[src/rtl/softmax_r2b_converter_pkg.sv]
// Shared constants for the softmax row-to-block converter.
// FRAC_WIDTH describes the fixed-point format only; no arithmetic uses it.
package softmax_r2b_converter_pkg;

    localparam int WIDTH_SOFTMAX          = 16;
    localparam int FRAC_WIDTH_SOFTMAX     = 8;
    localparam int BLOCK_SIZE_SOFTMAX     = 2;
    localparam int TILE_SIZE_SOFTMAX      = 8;
    localparam int TOTAL_ELEMENTS_SOFTMAX = 64;

    localparam int R2B_BLOCKS_PER_TILE = TILE_SIZE_SOFTMAX / BLOCK_SIZE_SOFTMAX;
    localparam int R2B_TILES_PER_ROW   = TOTAL_ELEMENTS_SOFTMAX / TILE_SIZE_SOFTMAX;

    typedef logic r2b_state_t;
    localparam r2b_state_t R2B_IDLE = 1'b0;
    localparam r2b_state_t R2B_EMIT = 1'b1;

    // Counter width that never collapses to zero bits.
    function automatic int r2b_bits(input int n);
        return (n > 1) ? $clog2(n) : 1;
    endfunction

endpackage

[src/rtl/softmax_r2b_converter_tile_bank.sv]
// One BLOCK_SIZE x TILE_SIZE storage bank: each row is written by its own lane,
// and one BLOCK_SIZE-wide column group is selected for the block output.
module softmax_r2b_converter_tile_bank
    import softmax_r2b_converter_pkg::*;
#(
    parameter int WIDTH      = WIDTH_SOFTMAX,
    parameter int BLOCK_SIZE = BLOCK_SIZE_SOFTMAX,
    parameter int TILE_SIZE  = TILE_SIZE_SOFTMAX,
    parameter int SEL_W      = r2b_bits(TILE_SIZE / BLOCK_SIZE)
) (
    input  logic                                i_clk,
    input  logic [BLOCK_SIZE-1:0]               i_we,
    input  logic [BLOCK_SIZE*TILE_SIZE*WIDTH-1:0] i_tile,
    input  logic [SEL_W-1:0]                    i_col_sel,
    output logic [BLOCK_SIZE*BLOCK_SIZE*WIDTH-1:0] o_block
);

    localparam int TILE_W = TILE_SIZE * WIDTH;

    logic [TILE_W-1:0] r_row [BLOCK_SIZE];

    always_ff @(posedge i_clk) begin
        for (int r = 0; r < BLOCK_SIZE; r++) begin
            if (i_we[r]) begin
                r_row[r] <= i_tile[r*TILE_W +: TILE_W];
            end
        end
    end

    always_comb begin
        o_block = '0;
        for (int i = 0; i < BLOCK_SIZE; i++) begin
            for (int j = 0; j < BLOCK_SIZE; j++) begin
                o_block[(i*BLOCK_SIZE+j)*WIDTH +: WIDTH] =
                    r_row[i][(int'(i_col_sel)*BLOCK_SIZE + j)*WIDTH +: WIDTH];
            end
        end
    end

endmodule

[src/rtl/softmax_r2b_converter.sv]
// Ping-pong row-to-block converter: lanes fill one bank while the other drains
// as BLOCK_SIZE x BLOCK_SIZE blocks, tagged with their column index in the band.
module softmax_r2b_converter
    import softmax_r2b_converter_pkg::*;
#(
    parameter int WIDTH          = WIDTH_SOFTMAX,
    parameter int BLOCK_SIZE     = BLOCK_SIZE_SOFTMAX,
    parameter int TILE_SIZE      = TILE_SIZE_SOFTMAX,
    parameter int TOTAL_ELEMENTS = TOTAL_ELEMENTS_SOFTMAX
) (
    input  logic                                  i_clk,
    input  logic                                  i_rst,
    input  logic [BLOCK_SIZE-1:0]                 i_in_valid,
    output logic [BLOCK_SIZE-1:0]                 o_in_ready,
    input  logic [BLOCK_SIZE*TILE_SIZE*WIDTH-1:0] i_in_tile,
    output logic                                  o_out_valid,
    input  logic                                  i_out_ready,
    output logic [BLOCK_SIZE*BLOCK_SIZE*WIDTH-1:0] o_out_block,
    output logic [$clog2(TOTAL_ELEMENTS/BLOCK_SIZE)-1:0] o_out_col_idx,
    output logic                                  o_out_last
);

    localparam int BPT    = TILE_SIZE / BLOCK_SIZE;
    localparam int TPR    = TOTAL_ELEMENTS / TILE_SIZE;
    localparam int BW     = r2b_bits(BPT);
    localparam int TW     = r2b_bits(TPR);
    localparam int IDX_W  = $clog2(TOTAL_ELEMENTS / BLOCK_SIZE);
    localparam int TILE_W = TILE_SIZE * WIDTH;
    localparam int BLK_W  = BLOCK_SIZE * BLOCK_SIZE * WIDTH;

    logic [BLOCK_SIZE-1:0] r_got;
    logic [1:0]            r_full;
    logic                  r_wr_bank;
    logic                  r_rd_bank;
    r2b_state_t            r_state;
    logic [BW-1:0]         r_b;
    logic [TW-1:0]         r_tile_cnt;
    logic [BLK_W-1:0]      r_out_block;

    logic [BLOCK_SIZE-1:0] w_accept;
    logic                  w_complete;
    logic                  w_hs;
    logic                  w_last_b;
    logic                  w_other;
    logic                  w_other_full;
    logic [BW-1:0]         w_rd_sel;
    logic [BLOCK_SIZE-1:0] w_bank_we    [2];
    logic [BW-1:0]         w_col_sel    [2];
    logic [BLK_W-1:0]      w_bank_block [2];
    logic [BLK_W-1:0]      w_next_first;

    assign o_in_ready   = ~r_got & {BLOCK_SIZE{~r_full[r_wr_bank]}};
    assign w_accept     = i_in_valid & o_in_ready;
    assign w_complete   = (&(r_got | w_accept)) && !r_full[r_wr_bank];
    assign w_hs         = (r_state == R2B_EMIT) && i_out_ready;
    assign w_last_b     = (r_b == BW'(BPT - 1));
    assign w_other      = ~r_rd_bank;
    // The other bank counts as ready even if its last lane lands this very edge.
    assign w_other_full = r_full[w_other] || (w_complete && (r_wr_bank == w_other));
    assign w_rd_sel     = (r_state == R2B_EMIT) ? r_b + BW'(1) : '0;

    always_comb begin
        for (int k = 0; k < 2; k++) begin
            w_bank_we[k] = (r_wr_bank == 1'(k)) ? w_accept : '0;
            w_col_sel[k] = (r_rd_bank == 1'(k)) ? w_rd_sel : '0;
        end
    end

    for (genvar k = 0; k < 2; k++) begin : g_bank
        softmax_r2b_converter_tile_bank #(
            .WIDTH      (WIDTH),
            .BLOCK_SIZE (BLOCK_SIZE),
            .TILE_SIZE  (TILE_SIZE),
            .SEL_W      (BW)
        ) u_bank (
            .i_clk     (i_clk),
            .i_we      (w_bank_we[k]),
            .i_tile    (i_in_tile),
            .i_col_sel (w_col_sel[k]),
            .o_block   (w_bank_block[k])
        );
    end

    // First block of the next bank, bypassing lanes whose data is written this edge.
    always_comb begin
        w_next_first = w_bank_block[w_other];
        if (r_wr_bank == w_other) begin
            for (int i = 0; i < BLOCK_SIZE; i++) begin
                if (w_accept[i]) begin
                    for (int j = 0; j < BLOCK_SIZE; j++) begin
                        w_next_first[(i*BLOCK_SIZE+j)*WIDTH +: WIDTH] =
                            i_in_tile[i*TILE_W + j*WIDTH +: WIDTH];
                    end
                end
            end
        end
    end

    always_ff @(posedge i_clk) begin
        if (i_rst) begin
            r_got       <= '0;
            r_full      <= '0;
            r_wr_bank   <= 1'b0;
            r_rd_bank   <= 1'b0;
            r_state     <= R2B_IDLE;
            r_b         <= '0;
            r_tile_cnt  <= '0;
            r_out_block <= '0;
        end else begin
            if (w_complete) begin
                r_full[r_wr_bank] <= 1'b1;
                r_got             <= '0;
                r_wr_bank         <= ~r_wr_bank;
            end else begin
                r_got <= r_got | w_accept;
            end

            case (r_state)
                R2B_IDLE: begin
                    if (r_full[r_rd_bank]) begin
                        r_state     <= R2B_EMIT;
                        r_b         <= '0;
                        r_out_block <= w_bank_block[r_rd_bank];
                    end
                end
                default: begin
                    if (w_hs) begin
                        if (w_last_b) begin
                            r_full[r_rd_bank] <= 1'b0;
                            r_rd_bank         <= ~r_rd_bank;
                            r_b               <= '0;
                            r_tile_cnt        <= (r_tile_cnt == TW'(TPR - 1)) ? '0
                                                 : r_tile_cnt + TW'(1);
                            if (w_other_full) begin
                                r_out_block <= w_next_first;
                            end else begin
                                r_state <= R2B_IDLE;
                            end
                        end else begin
                            r_b         <= r_b + BW'(1);
                            r_out_block <= w_bank_block[r_rd_bank];
                        end
                    end
                end
            endcase
        end
    end

    assign o_out_valid   = (r_state == R2B_EMIT);
    assign o_out_block   = r_out_block;
    assign o_out_col_idx = IDX_W'(r_tile_cnt) * IDX_W'(BPT) + IDX_W'(r_b);
    assign o_out_last    = o_out_valid && (o_out_col_idx == IDX_W'(TOTAL_ELEMENTS/BLOCK_SIZE - 1));

endmodule

[config.mk]
export PLATFORM = sky130hd
export DESIGN_NAME = softmax_r2b_converter
export DESIGN_NICKNAME = d
export VERILOG_FILES = /design/src/rtl/softmax_r2b_converter_pkg.sv /design/src/rtl/softmax_r2b_converter_tile_bank.sv /design/src/rtl/softmax_r2b_converter.sv
export SDC_FILE = /design/constraint.sdc
export NUM_CORES = 1
export LEC_CHECK = 0
export BUFFER_PORTS_ARGS = -buffer_cell sky130_fd_sc_hd__buf_4
export CAP_MARGIN = 5
export CORE_ASPECT_RATIO = 1.2
export CORE_UTILIZATION = 45
export CTS_BUF_LIST = sky130_fd_sc_hd__clkbuf_16
export CTS_CLUSTER_SIZE = 14
export DETAILED_ROUTE_END_ITERATION = 10
export PLACE_DENSITY = 0.68
export SETUP_SLACK_MARGIN = 0.05
export SLEW_MARGIN = 20
export SYNTH_ARGS = -nofsm -noshare
export SYNTH_HDL_FRONTEND = slang
export SYNTH_HIERARCHICAL = 1
export SYNTH_SLANG_ARGS = --single-unit
[constraint.sdc]
create_clock -name i_clk -period 10.92 [get_ports i_clk]
set_input_delay 1.638 -clock i_clk [delete_from_list [all_inputs] [get_ports i_clk]]
set_output_delay 1.638 -clock i_clk [all_outputs]
set_load 0.01 [all_outputs]
After elaboration in Yosys (flattened, before gate mapping)
Memory sizes are Yosys's and may differ from the RTL's.
Cells that the tools add are included.
{ "op_classes": {"n_addsub": 5, "n_lt_le_gt_ge": 7, "eq_ne": 6, "shift": 8, "n_mux": 52, "n_bitwise": 12, "reduce_logical": 14} }
{ "ops": {"columns": ["operator", "count"], "rows": [
  ["two-way mux 64 bit", 12],
  ["indexed part select 128 x 8 -> 16 bit", 4],
  ["indexed part select 128 x 32 -> 16 bit", 3],
  ["indexed part select 128 x 9 -> 16 bit", 1],
  ["two-way mux 32 bit", 2],
  ["two-way mux 2 bit", 14],
  ["two-way mux 1 bit", 21],
  ["adder 3 x 1 -> 4 bit (second input constant)", 2],
  ["AND 2 bit", 3],
  ["logical AND 1 bit", 6],
  ["< comparator 1 x 2 -> 1 bit (second input constant)", 3],
  ["AND reduction 3 bit", 2],
  ["adder 5 x 2 -> 5 bit", 1],
  ["equality test 5 bit (second input constant)", 1],
  ["greater-or-equal comparator 2 bit (second input constant)", 2],
  ["inverter 1 -> 2 bit", 2],
  ["inverter 2 bit", 2],
  ["OR 2 bit", 2],
  ["AND reduction 2 bit", 2],
  ["adder 3 x 1 -> 3 bit (second input constant)", 1],
  ["equality test 3 bit (second input constant)", 1],
  ["two-way mux 3 bit", 1],
  ["!= test 3 x 2 -> 1 bit (second input constant)", 1],
  ["inverter 1 bit", 3],
  ["10 further kinds", 12]
]} }
{ "word_totals": {"register_bits": 76, "ram_bits": 512, "input_bits": 261, "memories": 2} }
{ "mem_list": {"columns": ["memory", "depth", "width", "rd", "rd_ports_with_merged_regs", "wr", "line", "rtl"], "rows": [
  ["g_bank[0].u_bank.r_row", 2, 128, 2, 0, 2, "softmax_r2b_converter_tile_bank.sv:20", "logic [TILE_W-1:0] r_row [BLOCK_SIZE];"],
  ["g_bank[1].u_bank.r_row", 2, 128, 2, 0, 2, "softmax_r2b_converter_tile_bank.sv:20", null]
]} }

Logic depth before layout (Yosys ltp)
Gate-level depths: netlist (run 1).
{ "logic_depth": {"ltp_word": 14, "ltp_mapped": 9} }

By module
Netlist (run 1), hierarchy kept.
{ "modules_own_cells": {"columns": ["mod", "n_inst", "cells_each", "area_per_inst_um2", "seq_area_each_um2"], "rows": [
  ["softmax_r2b_converter_tile_bank", 2, 334, 9310.2, 7687.4],
  ["softmax_r2b_converter", 1, 580, 4827.1, 1521.5]
]} }

Worst setup path before layout (run 1)
OpenSTA, ideal clock, no wires.
{ "synth_timing": {"kind": "input-to-reg", "startpoint": "in i_in_valid[0]", "endpoint": "mem g_bank[0].u_bank/r_row[0][0] (netlist name), enable pin", "setup_ns": 0.772, "arrival_ns": 10.404, "slack_ns": -0.256, "stages": 2, "n_path_buf": 0, "path_cell_list": "nand2b_1 nor3_1"} }
{ "synth_rtl": {"columns": ["element", "line", "rtl"], "rows": [
  ["start: declaration", "softmax_r2b_converter.sv:13", "input logic [BLOCK_SIZE-1:0] i_in_valid,"],
  ["end: declaration", "softmax_r2b_converter_tile_bank.sv:20", null]
]} }

==> reports/qor.yml, run 1 <==
nNetsFinal: 1851
htreeDepth: 2
synth_top_cell_area_share: 0.656
finalPower_w: 0.00530
holdBufCountCts: 0
synth-async-reset-ratio: 0
antenna_found_initial: 11
layout_setup_ws_ps: 7000
rows: 91
synth_nets: 1512
synth-main-ff-cell: "edfxtp_1"
grt_pass1_vias: 13000
drtIter0Drc: 758
ioPinCount: 334
end_kind: "flip-flop"
synth_cell_types: 38
synth_edf_count: 512
grt_max_degree: 79
timing.hold.ws_ps: 476
synth_cells: 1248
ys_seq_area_frac: 0.721
cap_violations: 0
insertion_delay_ps: 610
wl_um: 52900
critical_path.max_fanout: 42
final_layout_size_suffix_gt1_frac: 0.376
cp.required_ps: 11360
fin_tns_setup_ps: 0
dieArea_um2: 53000
rsz0062_at_grt: "false"
clock-sinks: 588
place.gp.congestion: 0.805
reg2reg_slack_ps: 7000
ant_nets: 0
dp.cells: 2225
dp_hpwl_um: 32800
r2r_end: "o_out_block[28]"
r2r_start: "r_rd_bank"
clk_pin_slew_ps: 60
numCtsBuffers: 57
clockBufferDepth: 3
min_from: "o_out_block[43]"
clock_skew_ps: 25.3
period_needed_ps: 3920
firstDrtPassIters: 4
drc: 0
avgViaCountPerCell: 5.25
ys_seq_elements: 588
finalHoldViolations: 0
synthTopCellsByArea: "edfxtp_1 (66%), mux4_2 (12%), dfxtp_1 (6.5%)"
synth_area_leader_cell: "edfxtp_1"
dr_total_vias: 12300
ys.warnings.count: 6
cellPowerDensity_nw_per_um2: 187
routedWlPerCell_um: 22.6
start_util: 0.456
worst_setup_path_start_kind: "flip-flop"
grt.total_usage: 0.200
fmaxAchievable_mhz: 255
reg2regPathDepth: 6
cts_setup_buffers: 0
stdcell_count: 2337
grt_pass1_wl_um: 78000
tightest_slew_ps: 1070
pre_cts_ws_ps: 6630
status: "complete, no violations"
setup-violations-final: 0
ir_drop_mv: 0.156
cts_tree: "yes"
syn_avg_cell_area_um2: 18.8
post-route-period-util: 0.359
slew_headroom: 0.285
fill_cells: 4082
crit_arrival_ps: 4360
leakage_nw: 10.2
die_x_um: 210
worstSetupPathType: "reg -> reg"
die_y_um: 252
grt_overflow_total: 0
port_buffers: 333
hold_path_class: "reg -> reg"
drv_slew: 0
syn_area_um2: 23400
cts-root-buf: "clkbuf_16"
cts_resized: 0
hold_end: "o_out_block[43]"
core_area_um2: 51500
hold_depth: 2
syn_to_final_growth_pct: 20.8
## synthesized netlist by cell type, drive strengths merged (3+ instances only)
| cell type | n |
|---|---|
| edfxtp | 512 |
| mux4 | 128 |
| dfxtp | 76 |
| a21oi | 72 |
| nand2b | 68 |
| inv | 65 |
| mux2 | 65 |
| mux2i | 65 |
| o21ai | 65 |
| buf | 44 |
| clkbuf | 28 |
| nor2 | 17 |
| nor3 | 10 |
| nand2 | 7 |
| a211oi | 4 |
| ha | 3 |
| nand3 | 3 |
## flip-flops by register name, summed over array words and instances (netlist names)
signal               count
g_bank.u_bank/r_row    512
o_out_block             64
r_tile_cnt               3
r_b                      2
r_full                   2
r_got                    2
o_out_valid              1
r_rd_bank                1
r_wr_bank                1
## cell usage in the layout (no fill, tap or decap), types with 5 or more instances in the layout
cell / netlist / routed
nor2_1: 17 / 14
o21ai_1: 13 / 13
nor3_1: 10 / 8
mux2_1: 17 / 17
mux4_1: 8 / 8
mux4_2: 120 / 120
mux2_2: 48 / 48
dfxtp_1: 76 / 76
buf_4: 0 / 352
edfxtp_1: 512 / 512
nand2_1: 7 / 7
clkinv_2: 0 / 13
a21oi_1: 72 / 72
clkbuf_16: 0 / 59
mux2i_1: 65 / 65
nand2b_1: 68 / 68
clkinv_1: 0 / 16
inv_1: 65 / 73
diode_2: 0 / 5
o21ai_0: 52 / 52
## how the worst max path moves through the flow
| stage | start | to | slack (ps) | depth (start not counted) |
|---|---|---|---|---|
| 4_1_cts | r_rd_bank | o_out_block[28] | 6910 | 6 |
| 2_1_floorplan | i_in_valid[0] | g_bank[1].u_bank/r_row[0][0] | 3180 | 2 |
| 3_5_place_dp | i_in_valid[0] | o_out_block[12] | 6630 | 6 |
| 3_3_place_gp | i_in_valid[0] | o_out_block[0] | 6690 | 6 |
| 6_report | r_rd_bank | o_out_block[28] | 7000 | 6 |
| 5_1_grt | r_rd_bank | o_out_block[2] | 6750 | 6 |
## critical path, stage by stage, from the launching register on
cell and delay [ps]:
dfxtp_1 780, and3b_4 780, buf_4 950, mux4_2 620
mux2_1 310, o21ai_0 160, mux2i_1 110
## kinds of logic (layout without fill, tap and decap cells)
family	count (synthesis)	count (layout)	share of synthesized area
AO/OA/AOI/OAI	146	146	0.0332
AND/OR/NAND/NOR	113	113	0.0273
flip-flops	588	588	0.721
multiplexers	258	258	0.183
other	0	5	0
buffers and inverters	137	524	0.0327
adder cells (fa/ha/maj)	3	3	0.00160
XOR/XNOR	3	3	0.00144
## metal layers
layer,part of all wire,global-route usage,up-vias
met3,0.077,0.0629,89
li1,-,-,5583
met4,0.022,0.0563,14
met5,0.0014,0,-
met2,0.51,0.342,361
met1,0.39,0.243,6227
## through the flow
step,util,instance area (um2)
floorplan,-,23500
global placement,0.515,26500
detailed placement,0.515,26500
CTS,0.550,28300
global route,0.550,28300
finish,0.550,28300
## power breakdown
| group | switching [W] | total, W | internal, W |
|---|---|---|---|
| Clock | 0.000821 | 0.00187 | 0.00105 |
| Sequential | 0.0000791 | 0.00279 | 0.00271 |
| Combinational | 0.000328 | 0.000637 | 0.000308 |
## final cells by class
cell class                 count  area (um2)  area share
timing repair buffer         352        2640      0.0933
inverter                      65         244     0.00861
clock inverter                48         310      0.0110
antenna                        5        12.5    0.000442
tap                          697         872      0.0308
multi-input combinational    523        5870       0.207
clock buffer                  59        1480      0.0521
sequential                   588       16900       0.597
Note: power is estimated with default switching activity, not from simulation.
==> inputs of run 2 (changes only) <==
==> constraint.sdc (replaced) <==
create_clock -name i_clk -period 3.4 [get_ports i_clk]
set_input_delay 0.51 -clock i_clk [delete_from_list [all_inputs] [get_ports i_clk]]
set_output_delay 0.51 -clock i_clk [all_outputs]
set_load 0.01 [all_outputs]
==> run 2 against run 1 <==
Register-to-register slack got worse by 6300 ps. Power rose to 3.2 times the previous value. Critical path depth rose by 1. Final cell count rose by 0.56%. Non-clock buffer count rose by 12. Critical endpoint is now o_out_block[57].
==> reports/qor.yml, run 2 (synthesized netlist as in run 1, its figures left out) <==
multi_input_area_um2: 5880  # was 5870 um2
rsz0062_at_grt: "false"  # unchanged
cts_setup_buffers: 0  # unchanged
core_area_um2: 51500  # unchanged
cts_resized: 0  # unchanged
r2r_start: "o_out_valid"  # was r_rd_bank
finalHoldViolations: 0  # unchanged
clk_pin_slew_ps: 60  # about the same
grt.total_usage: 0.199  # was 0.200
crit_arrival_ps: 3140  # was 4360 ps
regMostFlops: "g_bank.u_bank/r_row"  # unchanged
insertion_delay_ps: 610  # about the same
largest_reg_flops: 512  # unchanged
hold_path_class: "in -> reg"  # was reg -> reg
critical_path.max_fanout: 23  # was 42
holdBufCountCts: 0  # unchanged
drc: 0  # unchanged
worst_setup_path_start_kind: "flip-flop"  # unchanged
fmaxAchievable_mhz: 373  # was 255 MHz
pwr-share-comb: 0.125  # was 0.120
cp.required_ps: 3860  # was 11360 ps
r2r_end: "o_out_block[57]"  # was o_out_block[28]
port_buffers: 333  # unchanged
netSwitchingFraction: 0.232  # about the same
pre_cts_ws_ps: 734  # was 6630 ps
routedWlPerCell_um: 22.3  # was 22.6 um
clock_skew_ps: 22.5  # was 25.3 ps
htreeDepth: 2  # unchanged
switchingPower_w: 0.00396  # was 0.00123 W
post-route-period-util: 0.788  # was 0.359
final_layout_size_suffix_gt1_frac: 0.381  # was 0.376
internal_power_w: 0.0131  # was 0.00407 W
wl_um: 52500  # was 52900 um
dp_hpwl_um: 32900  # was 32800 um
cellPowerDensity_nw_per_um2: 595  # was 187 nW/um2
register_area_um2: 16900  # unchanged
stdcell_count: 2350  # was 2337
syn_to_final_growth_pct: 22.3  # was 20.8%
dr_total_vias: 12400  # was 12300
layout_setup_ws_ps: 720  # was 7000 ps
tightest_slew_ps: 842  # was 1070 ps
ir_drop_mv: 0.454  # was 0.156 mV
dp.cells: 2237  # was 2225
clock-sinks: 588  # unchanged
final_cell_mix: "edfxtp_1 (512), buf_4 (344), mux4_2 (120)"  # was edfxtp_1 (512), buf_4 (352), mux4_2 (120)
grt_pass1_wl_um: 77900  # was 78000 um
cap_violations: 0  # unchanged
die_y_um: 252  # unchanged
fill_cells: 4029  # was 4082
numCtsBuffers: 57  # unchanged
power_frac_seq: 0.524  # was 0.527
cts-root-buf: "clkbuf_16"  # unchanged
reg2reg_slack_ps: 720  # was 7000 ps
avgViaCountPerCell: 5.26  # was 5.25
startpoint: "o_out_valid"  # was r_rd_bank
drtIter0Drc: 845  # was 758
rows: 91  # unchanged
leakage_nw: 10.3  # was 10.2 nW
antenna_found_initial: 5  # was 11
end_kind: "flip-flop"  # unchanged
setup-violations-final: 0  # unchanged
drv_slew: 0  # unchanged
die_x_um: 210  # unchanged
status: "complete, no violations"  # unchanged
worstSetupPathType: "reg -> reg"  # unchanged
nNetsFinal: 1863  # was 1851
period_needed_ps: 2680  # was 3920 ps
firstDrtPassIters: 5  # was 4
ioPinCount: 334  # unchanged
dieArea_um2: 53000  # unchanged
slew_headroom: 0.439  # was 0.285
start_util: 0.456  # unchanged
grt_overflow_total: 0  # unchanged
fin_tns_setup_ps: 0  # unchanged
layout_commonest_cell: "edfxtp_1"  # unchanged
ant_nets: 0  # unchanged
grt_pass1_vias: 13200  # was 13000
place.gp.congestion: 0.771  # was 0.805
clockBufferDepth: 3  # unchanged
clockPowerShare: 0.351  # was 0.353
reg2regPathDepth: 7  # was 6
cts_tree: "yes"  # unchanged
grt_max_degree: 129  # was 79
cp-endpoint: "o_out_block[57]"  # was o_out_block[28]
run 2: changes by cell type in the layout (fill, tap and decap cells not counted), sizes merged:
| cell | delta |
|---|---|
| clkinv | -4 |
| clkinvlp | +1 |
| inv | +4 |
| buf | +12 |
run 2: per-stage QoR:
stage	area, um2	util	hold slack [ps]	power (W)
2_1_floorplan	23500	-	496	0.0103
3_3_place_gp	26900	0.522	464	0.0112
3_5_place_dp	26900	0.522	472	0.0113
4_1_cts	28700	0.557	43.4	0.0173
5_1_grt	28700	0.557	51.7	0.0177
6_report	28700	0.557	76.0	0.0171
run 2: final cells by class:
| type | instances | share of cell area |
|---|---|---|
| well taps | 697 | 0.0304 |
| multi-input cells | 523 | 0.205 |
| clock inverters | 49 | 0.0110 |
| clock buffers | 59 | 0.0515 |
| inverters | 65 | 0.00851 |
| flip-flops and latches | 588 | 0.589 |
| repair buffers | 364 | 0.104 |
| diodes | 5 | 0.000436 |
run 2: worst min-delay path by stage:
| stage | start | end | slack [ps] | cells after the start |
|---|---|---|---|---|
| finish | i_in_tile[115] | g_bank[1].u_bank/r_row[0][115] | 80 | 1 |
| detailed placement | o_out_block[46] | o_out_block[46] | 470 | 2 |
| floorplan | r_tile_cnt[1] | r_tile_cnt[1] | 500 | 2 |
| global placement | o_out_block[42] | o_out_block[42] | 460 | 2 |
| global route | i_in_tile[46] | g_bank[0].u_bank/r_row[0][46] | 50 | 1 |
| CTS | i_in_tile[114] | g_bank[1].u_bank/r_row[0][114] | 40 | 1 |
run 2: worst max-delay path: stages, from the launching register on:
cell and delay [ps]:
dfxtp_1 530, nor3b_2 440, buf_12 310, buf_12 220, mux4_2 500, mux2_2 260
o21ai_0 180, mux2i_1 90
run 2: power groups by stage:
stage | clock network (W) | logic, W | registers (W)
after floorplan | 0 | 0.00120 | 0.00912
after global placement | 0 | 0.00212 | 0.00907
after detailed placement | 0 | 0.00217 | 0.00910
after CTS | 0.00615 | 0.00217 | 0.00895
after global routing | 0.00640 | 0.00231 | 0.00900
final | 0.00600 | 0.00213 | 0.00894
run 2: metal layers:
| layer | part of all wire | track usage | vias up |
|---|---|---|---|
| met2 | 0.51 | 0.342 | 390 |
| met5 | 0 | 0 | - |
| li1 | - | - | 5619 |
| met1 | 0.38 | 0.233 | 6271 |
| met3 | 0.089 | 0.0666 | 70 |
| met4 | 0.020 | 0.0683 | 0 |
==> inputs of run 3 (changes only) <==
--- a/config.mk
+++ b/config.mk
@@ -12,7 +12,7 @@
 export CTS_BUF_LIST = sky130_fd_sc_hd__clkbuf_16
 export CTS_CLUSTER_SIZE = 14
 export DETAILED_ROUTE_END_ITERATION = 10
-export PLACE_DENSITY = 0.68
+export PLACE_DENSITY = 0.65
 export SETUP_SLACK_MARGIN = 0.05
 export SLEW_MARGIN = 20
 export SYNTH_ARGS = -nofsm -noshare
==> constraint.sdc (replaced) <==
create_clock -name i_clk -period 2.7 [get_ports i_clk]
set_input_delay 0.405 -clock i_clk [delete_from_list [all_inputs] [get_ports i_clk]]
set_output_delay 0.405 -clock i_clk [all_outputs]
set_load 0.01 [all_outputs]
==> run 3 against run 2 <==
Utilization rose by 5.5 points. Critical path depth did not move. Die area did not move. Critical endpoint is now o_out_block[32]. Largest power group unchanged. Highest routed layer is now met5.
==> reports/qor.yml, run 3 (synthesized netlist as in run 1, its figures left out) <==
regMostFlops: "g_bank.u_bank/r_row"  # unchanged
finalPower_w: 0.0219  # was 0.0171 W
final_layout_size_suffix_gt1_frac: 0.340  # was 0.381
grt_pass1_vias: 14700  # was 13200
avgViaCountPerCell: 5.13  # was 5.26
grt.total_usage: 0.214  # was 0.199
worstSetupPathType: "reg -> reg"  # unchanged
grt_pass1_wl_um: 84900  # was 77900 um
multi_input_area_um2: 5890  # was 5880 um2
ir_drop_mv: 0.551  # was 0.454 mV
fill_cells: 3804  # was 4029
startpoint: "r_b[0]"  # was o_out_valid
slew_headroom: 0.479  # was 0.439
slowest_delay_ps: 540  # was 530 ps
setup-violations-final: 0  # unchanged
leakage_nw: 11.6  # was 10.3 nW
end_kind: "flip-flop"  # unchanged
ioPinCount: 334  # unchanged
rsz0062_at_grt: "false"  # unchanged
cts_setup_buffers: 0  # unchanged
die_x_um: 210  # unchanged
drv_slew: 0  # unchanged
grt_overflow_total: 0  # unchanged
cap_violations: 0  # unchanged
dp_hpwl_um: 35000  # was 32900 um
die_y_um: 252  # unchanged
cts_tree: "yes"  # unchanged
clockBufferDepth: 3  # unchanged
pre_cts_ws_ps: 295  # was 734 ps
wl_um: 55900  # was 52500 um
crit_arrival_ps: 2860  # was 3140 ps
core_area_um2: 51500  # unchanged
clock-sinks: 588  # unchanged
holdBufCountCts: 256  # was 0
grt_max_degree: 78  # was 129
place.gp.congestion: 0.774  # was 0.771
port_buffers: 333  # unchanged
dieArea_um2: 53000  # unchanged
cpMaxStageDelayCell: "mux4_2"  # was dfxtp_1
firstDrtPassIters: 5  # unchanged
htreeDepth: 2  # unchanged
cts-root-buf: "clkbuf_16"  # unchanged
hold_path_class: "in -> reg"  # unchanged
r2r_start: "r_b[0]"  # was o_out_valid
crit_chain: "nor3b_2 -> buf_4 -> buf_12 -> mux4_2 -> mux2_2 -> o21ai_0 -> mux2i_1"  # was nor3b_2 -> buf_12 -> buf_12 -> mux4_2 -> mux2_2 -> o21ai_0 -> mux2i_1
nNetsFinal: 2142  # was 1863
clk_pin_slew_ps: 60  # about the same
dr_total_vias: 13500  # was 12400
start_util: 0.456  # unchanged
worst_setup_path_start_kind: "flip-flop"  # unchanged
post-route-period-util: 0.886  # was 0.788
period_needed_ps: 2390  # was 2680 ps
routedWlPerCell_um: 21.3  # was 22.3 um
final_cell_mix: "edfxtp_1 (512), buf_4 (359), dlygate4sd3_1 (256)"  # was edfxtp_1 (512), buf_4 (344), mux4_2 (120)
timing.hold.ws_ps: 52.9  # was 76.0 ps
critical_path.max_fanout: 13  # was 23
layout_commonest_cell: "edfxtp_1"  # unchanged
antenna_found_initial: 7  # was 5
cp.required_ps: 3160  # was 3860 ps
syn_to_final_growth_pct: 34.4  # was 22.3%
clock_skew_ps: 15.8  # was 22.5 ps
cts_resized: 0  # unchanged
insertion_delay_ps: 610  # about the same
layout_setup_ws_ps: 308  # was 720 ps
ant_nets: 0  # unchanged
cellPowerDensity_nw_per_um2: 695  # was 595 nW/um2
fmaxAchievable_mhz: 418  # was 373 MHz
finalHoldViolations: 0  # unchanged
numCtsBuffers: 56  # was 57
rows: 91  # unchanged
drc: 0  # unchanged
register_area_um2: 16900  # about the same
min_from: "i_out_ready"  # was i_in_tile[115]
largest_reg_flops: 512  # unchanged
tightest_slew_ps: 780  # was 842 ps
status: "complete, no violations"  # unchanged
drtIter0Drc: 770  # was 845
==> run 3: changes by cell type in the layout (fill, tap and decap cells not counted), sizes merged <==
cell         delta
clkinv          -5
inv             +6
buf            +24
diode           +1
clkbuf          -2
bufinv          +1
clkinvlp        -2
dlygate4sd3   +256
==> run 3: stage by stage <==
stage	TNS, ps	utilization	instances	instance area (um2)
floorplan	-371830	-	1248	23500
global placement	0	0.528	2261	27200
detailed placement	0	0.528	2261	27200
CTS	0	0.612	2623	31500
global route	0	0.612	2626	31500
finish	0	0.612	2629	31500
==> run 3: path summary, 6_finish.rpt <==
check	end	slack, ps	depth (start not counted)
worst min-delay path	o_out_valid	50	2
worst max register to register	o_out_block[32]	310	7
worst max-delay path	o_out_block[32]	310	7
worst min register to register	o_out_block[49]	470	2
==> run 3: area by class of cell <==
cell class,instances,share of cell area
clock buffers,57,0.0453
clock inverters,49,0.0106
diodes,6,0.000476
well taps,697,0.0277
repair buffers,644,0.185
flip-flops and latches,588,0.536
multi-input cells,523,0.187
inverters,65,0.00774
==> run 3: critical path, delay by kind of cell, from the launching register on <==
kind / cells / cell delay [ps]
AND/OR/NAND/NOR: 1 / 320
AO/OA/AOI/OAI: 1 / 150
multiplexers: 3 / 920
flip-flops: 1 / 360
buffers and inverters: 2 / 490
==> run 3: per-layer routing <==
layer  GRT usage  up-vias  share of wire
li1            -     6175              -
met5           0        -        0.00098
met4      0.0590        8          0.021
met2       0.375      400           0.51
met1       0.265     6820           0.40
met3      0.0494       86          0.063
==> run 3: report_power, final <==
group	switching, W	total (W)	leakage [nW]	internal (W)
clock network	0.00337	0.00758	0.925	0.00421
logic	0.00146	0.00308	5.28	0.00161
registers	0.000309	0.0113	5.36	0.0109
